===== src/rtl/ps2_cmd_decoder_if.sv =====
// Purpose: bundles the scan-code input, write handshake and status outputs of the PS/2 command decoder.
// Latency: none, signal bundle only.
// Backpressure: the WR_REQ/WR_ACK level handshake stalls the decoder; scan codes have no backpressure.
interface ps2_cmd_decoder_if;
  logic [7:0] SCAN_CODE;
  logic       SCAN_VALID;
  logic       WR_ACK;
  logic       EDIT_MODE;
  logic [2:0] FIELD_SEL;
  logic [7:0] DIGIT_BUF;
  logic       WR_REQ;
  logic [2:0] WR_ADDR;
  logic [7:0] WR_DATA;
  logic       ERR;

  // Keyboard side and RTC controller side, seen from outside the decoder.
  modport master (
    output SCAN_CODE, SCAN_VALID, WR_ACK,
    input  EDIT_MODE, FIELD_SEL, DIGIT_BUF, WR_REQ, WR_ADDR, WR_DATA, ERR
  );

  // The decoder itself.
  modport slave (
    input  SCAN_CODE, SCAN_VALID, WR_ACK,
    output EDIT_MODE, FIELD_SEL, DIGIT_BUF, WR_REQ, WR_ADDR, WR_DATA, ERR
  );
endinterface


===== src/rtl/ps2_cmd_decoder.sv =====
// Purpose: turns released-key PS/2 set-2 scan codes into range-checked BCD writes for a six-field RTC.
// Latency: every output is registered and reacts one Reloj cycle after the SCAN_VALID strobe or WR_ACK.
// Backpressure: while a write waits for WR_ACK, incoming scan codes are dropped and the timeout is frozen.
module ps2_cmd_decoder #(
  parameter int TIMEOUT = 1_000_000_000
) (
  input  logic              Reloj,
  input  logic              RST,
  ps2_cmd_decoder_if.slave  bus
);

  localparam logic [1:0] IDLE  = 2'd0;
  localparam logic [1:0] EDIT  = 2'd1;
  localparam logic [1:0] WRITE = 2'd2;

  // Timer counts 0..TIMEOUT-1; reaching the last value on a quiet cycle ends the edit session.
  localparam int              TW       = (TIMEOUT > 1) ? $clog2(TIMEOUT) : 1;
  localparam logic [TW-1:0]   TMR_LAST = TW'(TIMEOUT - 1);

  localparam logic [2:0] FIELD_LAST = 3'd5;

  // State and output registers
  logic [1:0]    r_state;
  logic          r_edit_mode;
  logic [2:0]    r_field;
  logic [7:0]    r_buf;
  logic [1:0]    r_cnt;
  logic [TW-1:0] r_tmr;
  logic          r_wr_req;
  logic [2:0]    r_wr_addr;
  logic [7:0]    r_wr_data;
  logic          r_err;

  // Decoded key classes
  logic       w_is_digit;
  logic [3:0] w_digit;
  logic       w_key_e;
  logic       w_key_enter;
  logic       w_key_esc;
  logic       w_key_left;
  logic       w_key_right;

  // Qualified events
  logic       w_range_ok;
  logic       w_start;
  logic       w_edit_key;
  logic       w_esc;
  logic       w_tmo;
  logic       w_enter;
  logic       w_enter_ok;
  logic       w_enter_bad;
  logic       w_range_fail;
  logic       w_ack;
  logic [2:0] w_field_inc;
  logic [2:0] w_field_dec;
  logic [1:0] w_cnt_inc;

  // Map the recognised scan codes onto key classes; anything else decodes to nothing.
  always_comb begin
    w_is_digit  = 1'b0;
    w_digit     = 4'd0;
    w_key_e     = 1'b0;
    w_key_enter = 1'b0;
    w_key_esc   = 1'b0;
    w_key_left  = 1'b0;
    w_key_right = 1'b0;
    case (bus.SCAN_CODE)
      8'h45: begin w_is_digit = 1'b1; w_digit = 4'd0; end
      8'h16: begin w_is_digit = 1'b1; w_digit = 4'd1; end
      8'h1E: begin w_is_digit = 1'b1; w_digit = 4'd2; end
      8'h26: begin w_is_digit = 1'b1; w_digit = 4'd3; end
      8'h25: begin w_is_digit = 1'b1; w_digit = 4'd4; end
      8'h2E: begin w_is_digit = 1'b1; w_digit = 4'd5; end
      8'h36: begin w_is_digit = 1'b1; w_digit = 4'd6; end
      8'h3D: begin w_is_digit = 1'b1; w_digit = 4'd7; end
      8'h3E: begin w_is_digit = 1'b1; w_digit = 4'd8; end
      8'h46: begin w_is_digit = 1'b1; w_digit = 4'd9; end
      8'h24: w_key_e     = 1'b1;
      8'h5A: w_key_enter = 1'b1;
      8'h76: w_key_esc   = 1'b1;
      8'h6B: w_key_left  = 1'b1;
      8'h74: w_key_right = 1'b1;
      default: ;
    endcase
  end

  // Legal BCD range of the buffer for the field under the cursor; nibbles are always BCD so hex compare works.
  always_comb begin
    w_range_ok = 1'b0;
    case (r_field)
      3'd0, 3'd1: w_range_ok = (r_buf <= 8'h59);
      3'd2:       w_range_ok = (r_buf <= 8'h23);
      3'd3:       w_range_ok = (r_buf >= 8'h01) && (r_buf <= 8'h31);
      3'd4:       w_range_ok = (r_buf >= 8'h01) && (r_buf <= 8'h12);
      3'd5:       w_range_ok = 1'b1;
      default:    w_range_ok = 1'b0;
    endcase
  end

  assign w_start      = (r_state == IDLE) && bus.SCAN_VALID && w_key_e;
  assign w_edit_key   = (r_state == EDIT) && bus.SCAN_VALID;
  assign w_esc        = w_edit_key && w_key_esc;
  assign w_tmo        = (r_state == EDIT) && !bus.SCAN_VALID && (r_tmr == TMR_LAST);
  assign w_enter      = w_edit_key && w_key_enter;
  assign w_enter_ok   = w_enter && (r_cnt != 2'd0) && w_range_ok;
  assign w_enter_bad  = w_enter && ((r_cnt == 2'd0) || !w_range_ok);
  assign w_range_fail = w_enter && (r_cnt != 2'd0) && !w_range_ok;
  // WR_ACK only counts while a request is actually outstanding.
  assign w_ack        = (r_state == WRITE) && r_wr_req && bus.WR_ACK;
  assign w_field_inc  = (r_field == FIELD_LAST) ? 3'd0 : r_field + 3'd1;
  assign w_field_dec  = (r_field == 3'd0) ? FIELD_LAST : r_field - 3'd1;
  assign w_cnt_inc    = (r_cnt == 2'd2) ? 2'd2 : r_cnt + 2'd1;

  // Session control: state, EDIT_MODE flag and inactivity timer (frozen while a write is pending).
  always_ff @(posedge Reloj or posedge RST) begin
    if (RST) begin
      r_state     <= IDLE;
      r_edit_mode <= 1'b0;
      r_tmr       <= '0;
    end else begin
      case (r_state)
        IDLE: begin
          if (w_start) begin
            r_state     <= EDIT;
            r_edit_mode <= 1'b1;
            r_tmr       <= '0;
          end
        end
        EDIT: begin
          if (w_esc || w_tmo) begin
            r_state     <= IDLE;
            r_edit_mode <= 1'b0;
            r_tmr       <= '0;
          end else if (w_enter_ok) begin
            r_state <= WRITE;
          end else if (bus.SCAN_VALID) begin
            r_tmr <= '0;
          end else begin
            r_tmr <= r_tmr + 1'b1;
          end
        end
        WRITE: begin
          if (w_ack) begin
            r_state <= EDIT;
            r_tmr   <= '0;
          end
        end
        default: begin
          r_state     <= IDLE;
          r_edit_mode <= 1'b0;
          r_tmr       <= '0;
        end
      endcase
    end
  end

  // Field cursor, digit buffer and digit count.
  always_ff @(posedge Reloj or posedge RST) begin
    if (RST) begin
      r_field <= 3'd0;
      r_buf   <= 8'h00;
      r_cnt   <= 2'd0;
    end else if (w_start || w_esc || w_tmo) begin
      r_field <= 3'd0;
      r_buf   <= 8'h00;
      r_cnt   <= 2'd0;
    end else if (w_ack) begin
      r_field <= w_field_inc;
      r_buf   <= 8'h00;
      r_cnt   <= 2'd0;
    end else if (w_edit_key) begin
      if (w_is_digit) begin
        r_buf <= {r_buf[3:0], w_digit};
        r_cnt <= w_cnt_inc;
      end else if (w_key_left) begin
        r_field <= w_field_dec;
        r_buf   <= 8'h00;
        r_cnt   <= 2'd0;
      end else if (w_key_right) begin
        r_field <= w_field_inc;
        r_buf   <= 8'h00;
        r_cnt   <= 2'd0;
      end else if (w_range_fail) begin
        r_buf <= 8'h00;
        r_cnt <= 2'd0;
      end
    end
  end

  // Write request: raised with address/data on an accepted Enter, dropped on acknowledge; addr/data hold afterwards.
  always_ff @(posedge Reloj or posedge RST) begin
    if (RST) begin
      r_wr_req  <= 1'b0;
      r_wr_addr <= 3'd0;
      r_wr_data <= 8'h00;
    end else if (w_enter_ok) begin
      r_wr_req  <= 1'b1;
      r_wr_addr <= r_field;
      r_wr_data <= r_buf;
    end else if (w_ack) begin
      r_wr_req <= 1'b0;
    end
  end

  // Single-cycle error pulse on an empty or out-of-range Enter.
  always_ff @(posedge Reloj or posedge RST) begin
    if (RST) begin
      r_err <= 1'b0;
    end else begin
      r_err <= w_enter_bad;
    end
  end

  assign bus.EDIT_MODE = r_edit_mode;
  assign bus.FIELD_SEL = r_field;
  assign bus.DIGIT_BUF = r_buf;
  assign bus.WR_REQ    = r_wr_req;
  assign bus.WR_ADDR   = r_wr_addr;
  assign bus.WR_DATA   = r_wr_data;
  assign bus.ERR       = r_err;

endmodule


===== src/flat_wrapper.sv =====
// flat-port wrapper written by rule: the top's interface ports become plain ports
module ps2_cmd_decoder_flat 
#(
  parameter int TIMEOUT = 1_000_000_000
)
  (Reloj, RST, bus_SCAN_CODE, bus_SCAN_VALID, bus_WR_ACK, bus_EDIT_MODE, bus_FIELD_SEL, bus_DIGIT_BUF, bus_WR_REQ, bus_WR_ADDR, bus_WR_DATA, bus_ERR);
  ps2_cmd_decoder_if bus_i ();
  input  logic Reloj;
  input  logic RST;
  input wire logic [$bits(bus_i.SCAN_CODE)-1:0] bus_SCAN_CODE;
  input wire logic [$bits(bus_i.SCAN_VALID)-1:0] bus_SCAN_VALID;
  input wire logic [$bits(bus_i.WR_ACK)-1:0] bus_WR_ACK;
  output wire logic [$bits(bus_i.EDIT_MODE)-1:0] bus_EDIT_MODE;
  output wire logic [$bits(bus_i.FIELD_SEL)-1:0] bus_FIELD_SEL;
  output wire logic [$bits(bus_i.DIGIT_BUF)-1:0] bus_DIGIT_BUF;
  output wire logic [$bits(bus_i.WR_REQ)-1:0] bus_WR_REQ;
  output wire logic [$bits(bus_i.WR_ADDR)-1:0] bus_WR_ADDR;
  output wire logic [$bits(bus_i.WR_DATA)-1:0] bus_WR_DATA;
  output wire logic [$bits(bus_i.ERR)-1:0] bus_ERR;
  assign bus_i.SCAN_CODE = bus_SCAN_CODE;
  assign bus_i.SCAN_VALID = bus_SCAN_VALID;
  assign bus_i.WR_ACK = bus_WR_ACK;
  assign bus_EDIT_MODE = bus_i.EDIT_MODE;
  assign bus_FIELD_SEL = bus_i.FIELD_SEL;
  assign bus_DIGIT_BUF = bus_i.DIGIT_BUF;
  assign bus_WR_REQ = bus_i.WR_REQ;
  assign bus_WR_ADDR = bus_i.WR_ADDR;
  assign bus_WR_DATA = bus_i.WR_DATA;
  assign bus_ERR = bus_i.ERR;
  ps2_cmd_decoder #(.TIMEOUT(TIMEOUT)) u_core (.Reloj(Reloj), .RST(RST), .bus(bus_i));
endmodule

===== config.mk =====
export PLATFORM = sky130hd
export DESIGN_NAME = ps2_cmd_decoder_flat
export DESIGN_NICKNAME = d
export VERILOG_FILES = /design/src/rtl/ps2_cmd_decoder_if.sv /design/src/rtl/ps2_cmd_decoder.sv /design/src/flat_wrapper.sv
export SDC_FILE = /design/constraint.sdc
export NUM_CORES = 1
export LEC_CHECK = 0
export ABC_AREA = 1
export BUFFER_PORTS_ARGS = -buffer_cell sky130_fd_sc_hd__buf_2
export CORE_MARGIN = 2
export CORE_UTILIZATION = 35
export CTS_CLUSTER_DIAMETER = 120
export DETAILED_ROUTE_END_ITERATION = 7
export SKIP_LAST_GASP = 1
export SLEW_MARGIN = 20
export SYNTH_ARGS = -nofsm -noshare
export SYNTH_HDL_FRONTEND = slang
export SYNTH_SLANG_ARGS = --single-unit

===== constraint.sdc =====
create_clock -name Reloj -period 2.2 [get_ports Reloj]
set_input_delay 0.66 -clock Reloj [delete_from_list [all_inputs] [get_ports Reloj]]
set_output_delay 0.66 -clock Reloj [all_outputs]
set_load 0.01 [all_outputs]

# --- Yosys cells after proc, flatten, opt, wreduce, memory -nomap -nowiden ---
# Cells that the tools add are included.
totals:
  elab_cells: 133
  output_inout_bits: 25
  in_bits: 12
  ff_bits: 59
op_classes:
  reduce_logical: 36
  n_eq_ne: 30
  mux: 47
  n_addsub: 4
  n_bitwise: 1
  n_lt_le_gt_ge: 5
op_table:
  columns: ["op", "count"]
  rows:
  - ["$mux W30", 5]
  - ["$pmux W30 S3", 1]
  - ["$eq A8 B6 Y1 const B", 7]
  - ["$mux W8", 7]
  - ["$eq A8 B7 Y1 const B", 6]
  - ["$pmux W4 S9", 1]
  - ["$add A30 B1 Y30 const B", 1]
  - ["$eq A30 B30 Y1 const B", 1]
  - ["$mux W2", 12]
  - ["$mux W3", 8]
  - ["$eq A8 B5 Y1 const B", 2]
  - ["$le A8 B6 Y1 const B", 2]
  - ["$logic_and A1 B1 Y1", 15]
  - ["$reduce_and A3 Y1", 4]
  - ["$mux W1", 10]
  - ["$reduce_or A10 Y1", 1]
  - ["$ge A8 B1 Y1 const B", 1]
  - ["$le A8 B5 Y1 const B", 1]
  - ["$le A8 B7 Y1 const B", 1]
  - ["$eq A3 B2 Y1 const B", 2]
  - ["$eq A3 B3 Y1 const B", 2]
  - ["$ne A3 B3 Y1 const B", 2]
  - ["$pmux W2 S3", 1]
  - ["$reduce_bool A6 Y1", 1]
  - ["21 further kinds", 29]

# --- Longest topological paths before layout ---
logic_depth:
  word_depth: 12
  depth_mapped: 16
  depth_no_buf: 15

# --- Least setup slack after synthesis ---
# Ideal clock, no wire load.
synth_path:
  kind: "input port to flip-flop"
  from: "input port bus_SCAN_VALID"
  to: "register u_core.r_buf[1], in the netlist u_core.bus.DIGIT_BUF[1]"
  t_arrival_ns: 1.853
  stages: 13
  t_required_ns: 2.083
  path_slack_ns: 0.230
  setup_time_ns: 0.117
  n_path_buf: 2
  cell_sequence: "buf_2 inv_2 nor2_1 nand3_1 nand2_1 inv_2 nand2_4 inv_4 nand2_4 or2_4 buf_6 nand3_1 nand2_1"
synth_via:
  elab_chain_cells: 6
  word_cells_on_any_way: 16
  cone_classes: "1 x mux; 15 x reduce/logical"
synth_rtl:
  columns: ["element", "line_no", "source"]
  rows:
  - ["start, declared", "flat_wrapper.sv:11", "input wire logic [$bits(bus_i.SCAN_VALID)-1:0] bus_SCAN_VALID;"]
  - ["$logic_and A1 B1 Y1, or another cell as far along", "ps2_cmd_decoder.sv:100", "assign w_start = (r_state == IDLE) && bus.SCAN_VALID && w_key_e;"]
  - ["$logic_and A1 B1 Y1, on equally long branches", null, null]
  - ["$logic_or A1 B1 Y1, or another cell as far along", "ps2_cmd_decoder.sv:163", "end else if (w_start || w_esc || w_tmo) begin"]
  - ["$logic_or A1 B1 Y1 or $logic_and A1 B1 Y1 (tied branches)", "ps2_cmd_decoder.sv:163, ps2_cmd_decoder.sv:107", null]
  - ["$reduce_bool A6 Y1 (no line) or $reduce_bool A3 Y1 (tied branches)", null, null]
  - ["$reduce_and A2 Y1 (no line)", null, null]
  - ["end signal, assigned", "ps2_cmd_decoder.sv:173", "r_buf <= {r_buf[3:0], w_digit};"]
  - ["end, declared", "ps2_cmd_decoder.sv:26", "logic [7:0] r_buf;"]
# Several ways; a longest one is shown, not always the timed one.
# A chain may end at the register's enable or synchronous reset.

# --- Worst setup path after layout ---
layout_path:
  from: "register u_core.r_tmr[1]"
  to: "register u_core.r_buf[6], in the netlist u_core.bus.DIGIT_BUF[6]"
layout_via:
  elab_chain_cells: 5
  word_cells_on_any_way: 7
  cone_classes: "1 x eq/ne; 1 x mux; 5 x reduce/logical"
layout_rtl:
  columns: ["element", "line_no", "source"]
  rows:
  - ["start, declared", "ps2_cmd_decoder.sv:28", "logic [TW-1:0] r_tmr;"]
  - ["start signal, assigned", "ps2_cmd_decoder.sv:139", "r_tmr <= r_tmr + 1'b1;"]
  - ["$eq A30 B30 Y1 (*)", "ps2_cmd_decoder.sv:103", "assign w_tmo = (r_state == EDIT) && !bus.SCAN_VALID && (r_tmr == TMR_LAST);"]
  - ["$logic_and A1 B1 Y1 (*)", "ps2_cmd_decoder.sv:103", null]
  - ["$logic_or A1 B1 Y1 (*)", "ps2_cmd_decoder.sv:163", null]
  - ["$reduce_bool A6 Y1 (no line) or $reduce_bool A3 Y1 (tied branches)", null, null]
  - ["$reduce_and A2 Y1 (no line)", null, null]
# Mark *: on every way between the ends. The rest lies on a longest branch, timed or not.

==> flow_summary.json <==
{
  "status": "finished clean",
  "hp-class": "in2async",
  "synthSimpleGateAreaFrac_pct": 45.8,
  "stdcell_count": 810,
  "grt_start_max_net_pins": 60,
  "timing.rr.end": "u_core.bus.DIGIT_BUF[6]",
  "die_x_um": 111,
  "yosysWarnings": 0,
  "total_power_mw": 2.85,
  "ys_seq_elements": 59,
  "cp_cell_sequence": "ha_1, nand2_1, nor2_2, nand2_2, nor2_4, nand3_4, nand2_4, inv_4, nand2_4, or2_4, nand2_2, nand2_1, nand2_1",
  "syn_avg_cell_area_um2": 6.52,
  "area_growth_pct": 19.7,
  "clock_sinks": 59,
  "fin_crit_ns": 1.98,
  "final_common_cell": "nand2_1",
  "synth.area.mux_share_pct": 0,
  "dpl_worst_slack_ns": 0.0296,
  "grt_pass1_vias": 3789,
  "start_util_pct": 36.3,
  "wl_per_cell_um": 13.2,
  "power.density_mw_per_mm2": 597,
  "peakVddDrop_mv": 0.370,
  "ys_async_sr_fraction_pct": 100,
  "route.detailed.drc": 0,
  "rows": 38,
  "crit_path_end_kind": "register",
  "crit_arrival_ns": 2.19,
  "synth_area_mm2": 0.00399,
  "synth_edf_count": 0,
  "skew_ns": 0.00641,
  "place_congestion": 0.935,
  "hold_viol_final": 0,
  "synth_fp_nets": 626,
  "crit_fanout": 10,
  "via_count": 4004,
  "coreArea_mm2": 0.0110,
  "vias_per_cell": 4.94,
  "drv_slew": 0,
  "die-area_mm2": 0.0123,
  "critPathMostFrequentCell": "nand2_1",
  "max_cap_viol_count": 0,
  "initialDrtViolationCount": 202,
  "leakage_nw": 2.45,
  "post-dp-hpwl_mm": 8.20,
  "num_antenna_cells": 0,
  "final_cell_mix": "nand2_1, nor2_1, nand3_1, dfrtp_1, inv_1",
  "antenna_found_initial": 0,
  "slew_headroom_pct": 69.5,
  "cts_buffers": 9,
  "gr-total-overflow": 0,
  "cts_tree": "built",
  "fmax_mhz": 506,
  "drtPass1Iterations": 4,
  "worstReg2RegStart": "u_core.r_tmr[1]",
  "crit_path_max_incr_delay_ns": 0.38,
  "synth_compound_area_share_pct": 4.52,
  "netlist_instances": 612,
  "yosys_most_used_dff": "dfrtp_1",
  "cts.path.max_buffers": 2,
  "ios": 37,
  "cp-start-kind": "register",
  "yosysUniqueCellTypes": 35,
  "cp_slowest_cell": "dfrtp_1",
  "finalSetupTns_ns": 0,
  "nNetsFinal": 679,
  "synthXorXnorAreaFrac_pct": 3.95,
  "required_ns": 2.42,
  "fin_ws_ns": 0.222,
  "setup_violations": 0,
  "synthAdderAreaFrac_pct": 0.628,
  "path_class": "reg2reg",
  "ff2ff_path_depth": 13,
  "antenna_left": 0,
  "routed_wl_mm": 10.7,
  "clock_latency_ns": 0.33,
  "drive_above_1_share_pct": 16.0,
  "grt_pass1_wl_mm": 18.2,
  "yosysSeqAreaShare_pct": 37.0,
  "place_inst": 794,
  "h-tree-depth": 3,
  "r2r_slack_ns": 0.22,
  "period_share_pct": 89.9,
  "clk_pin_slew_ns": 0.05,
  "worst_pin_slew_ns": 0.452,
  "clockRootBuffer": "clkbuf_16",
  "die_h_um": 111,
  "rsz0062_at_grt": "no",
  "synth_top_family_by_area": "simple AND/OR/NAND/NOR gates",
  "grt.total_usage_pct": 18.1,
  "io_buffers": 36
}
-- cell families after synthesis --
group,after synthesis
xor gates and xnor gates,18
buffers and inverters,81
and+or+nand+nor,418
AOI/OAI and AO/OA,34
DFF,59
adders and majority gates,2
-- cell usage after synthesis, types with 3 or more instances --
| cell type | n | share of area [%] |
|---|---|---|
| a21oi_1 | 7 | 0.88 |
| xor2_1 | 15 | 3.3 |
| o21ai_0 | 4 | 0.50 |
| or2_2 | 3 | 0.47 |
| nand4_1 | 19 | 3.0 |
| dfrtp_1 | 59 | 37 |
| o21ai_1 | 19 | 2.4 |
| nand2_1 | 210 | 20 |
| nor3_1 | 24 | 3.0 |
| inv_2 | 15 | 1.4 |
| nand3_1 | 67 | 8.4 |
| nand2_2 | 3 | 0.47 |
| nor4_1 | 5 | 0.78 |
| clkbuf_1 | 4 | 0.38 |
| inv_1 | 51 | 4.8 |
| buf_2 | 7 | 0.88 |
| xnor2_1 | 3 | 0.66 |
| nor2_1 | 77 | 7.2 |
-- worst max-delay path by stage --
stage | startpoint | endpoint | cells past startpoint
2_1_floorplan | RST | u_core.bus.DIGIT_BUF[0] | 1
3_3_place_gp | bus_SCAN_CODE[3] | u_core.bus.DIGIT_BUF[1] | 14
3_5_place_dp | bus_SCAN_CODE[0] | u_core.bus.DIGIT_BUF[1] | 14
4_1_cts | u_core.r_tmr[1] | u_core.bus.DIGIT_BUF[6] | 13
5_1_grt | u_core.bus.DIGIT_BUF[5] | u_core.r_tmr[20] | 15
6_report | u_core.r_tmr[1] | u_core.bus.DIGIT_BUF[6] | 13
-- registers in the layout, summed over array words and instances (netlist names) --
name                  cells
u_core.r_tmr             30
u_core.bus.DIGIT_BUF      8
u_core.bus.WR_DATA        8
u_core.bus.FIELD_SEL      3
u_core.bus.WR_ADDR        3
u_core.r_cnt              2
u_core.r_state            2
u_core.bus.EDIT_MODE      1
u_core.bus.ERR            1
u_core.bus.WR_REQ         1
-- stage by stage --
stage | area (um2) | utilization [%] | hold WS [ns]
4_1_cts | 4760 | 43.3 | 0.400
2_1_floorplan | 3990 | - | 0.442
6_report | 4770 | 43.5 | 0.386
5_1_grt | 4770 | 43.5 | 0.411
3_5_place_dp | 4450 | 40.5 | 0.462
3_3_place_gp | 4450 | 40.5 | 0.452
-- critical path: cells and delay by family, from the launching register on --
family	cells	cell delay, ns
buffers and inverters	1	0.05
and+or+nand+nor	11	1.25
adders and majority gates	1	0.19
DFF	1	0.38
-- per-layer routing --
layer / track usage [%] / vias up / wire length (um)
met1: 24.5 / 1841 / 5240
met5: 0 / - / 0
met3: 3.39 / 22 / 433
met2: 28.3 / 73 / 4750
li1: - / 2068 / -
met4: 7.67 / 0 / 251
-- final cells by class --
type	instances	area (um2)
clock inverters	4	47.5
repair buffers	55	348
clock buffers	12	267
flip-flops and latches	59	1480
inverters	68	258
well taps	140	175
multi-input cells	472	2200
fillers	1108	6210
-- where the power goes --
part           internal (mW)  switching, mW
clock                  0.963          0.494
combinational         0.0856          0.173
sequential              1.11         0.0265
-- timing repair --
item                                   CTS  global route
endpoints found under the hold margin    0             0
setup endpoints to repair                0            23
buffers inserted                         0             0
hold buffers                             0             0
gates resized for setup                  0             5
No activity file was read; power rests on OpenSTA's default activity.
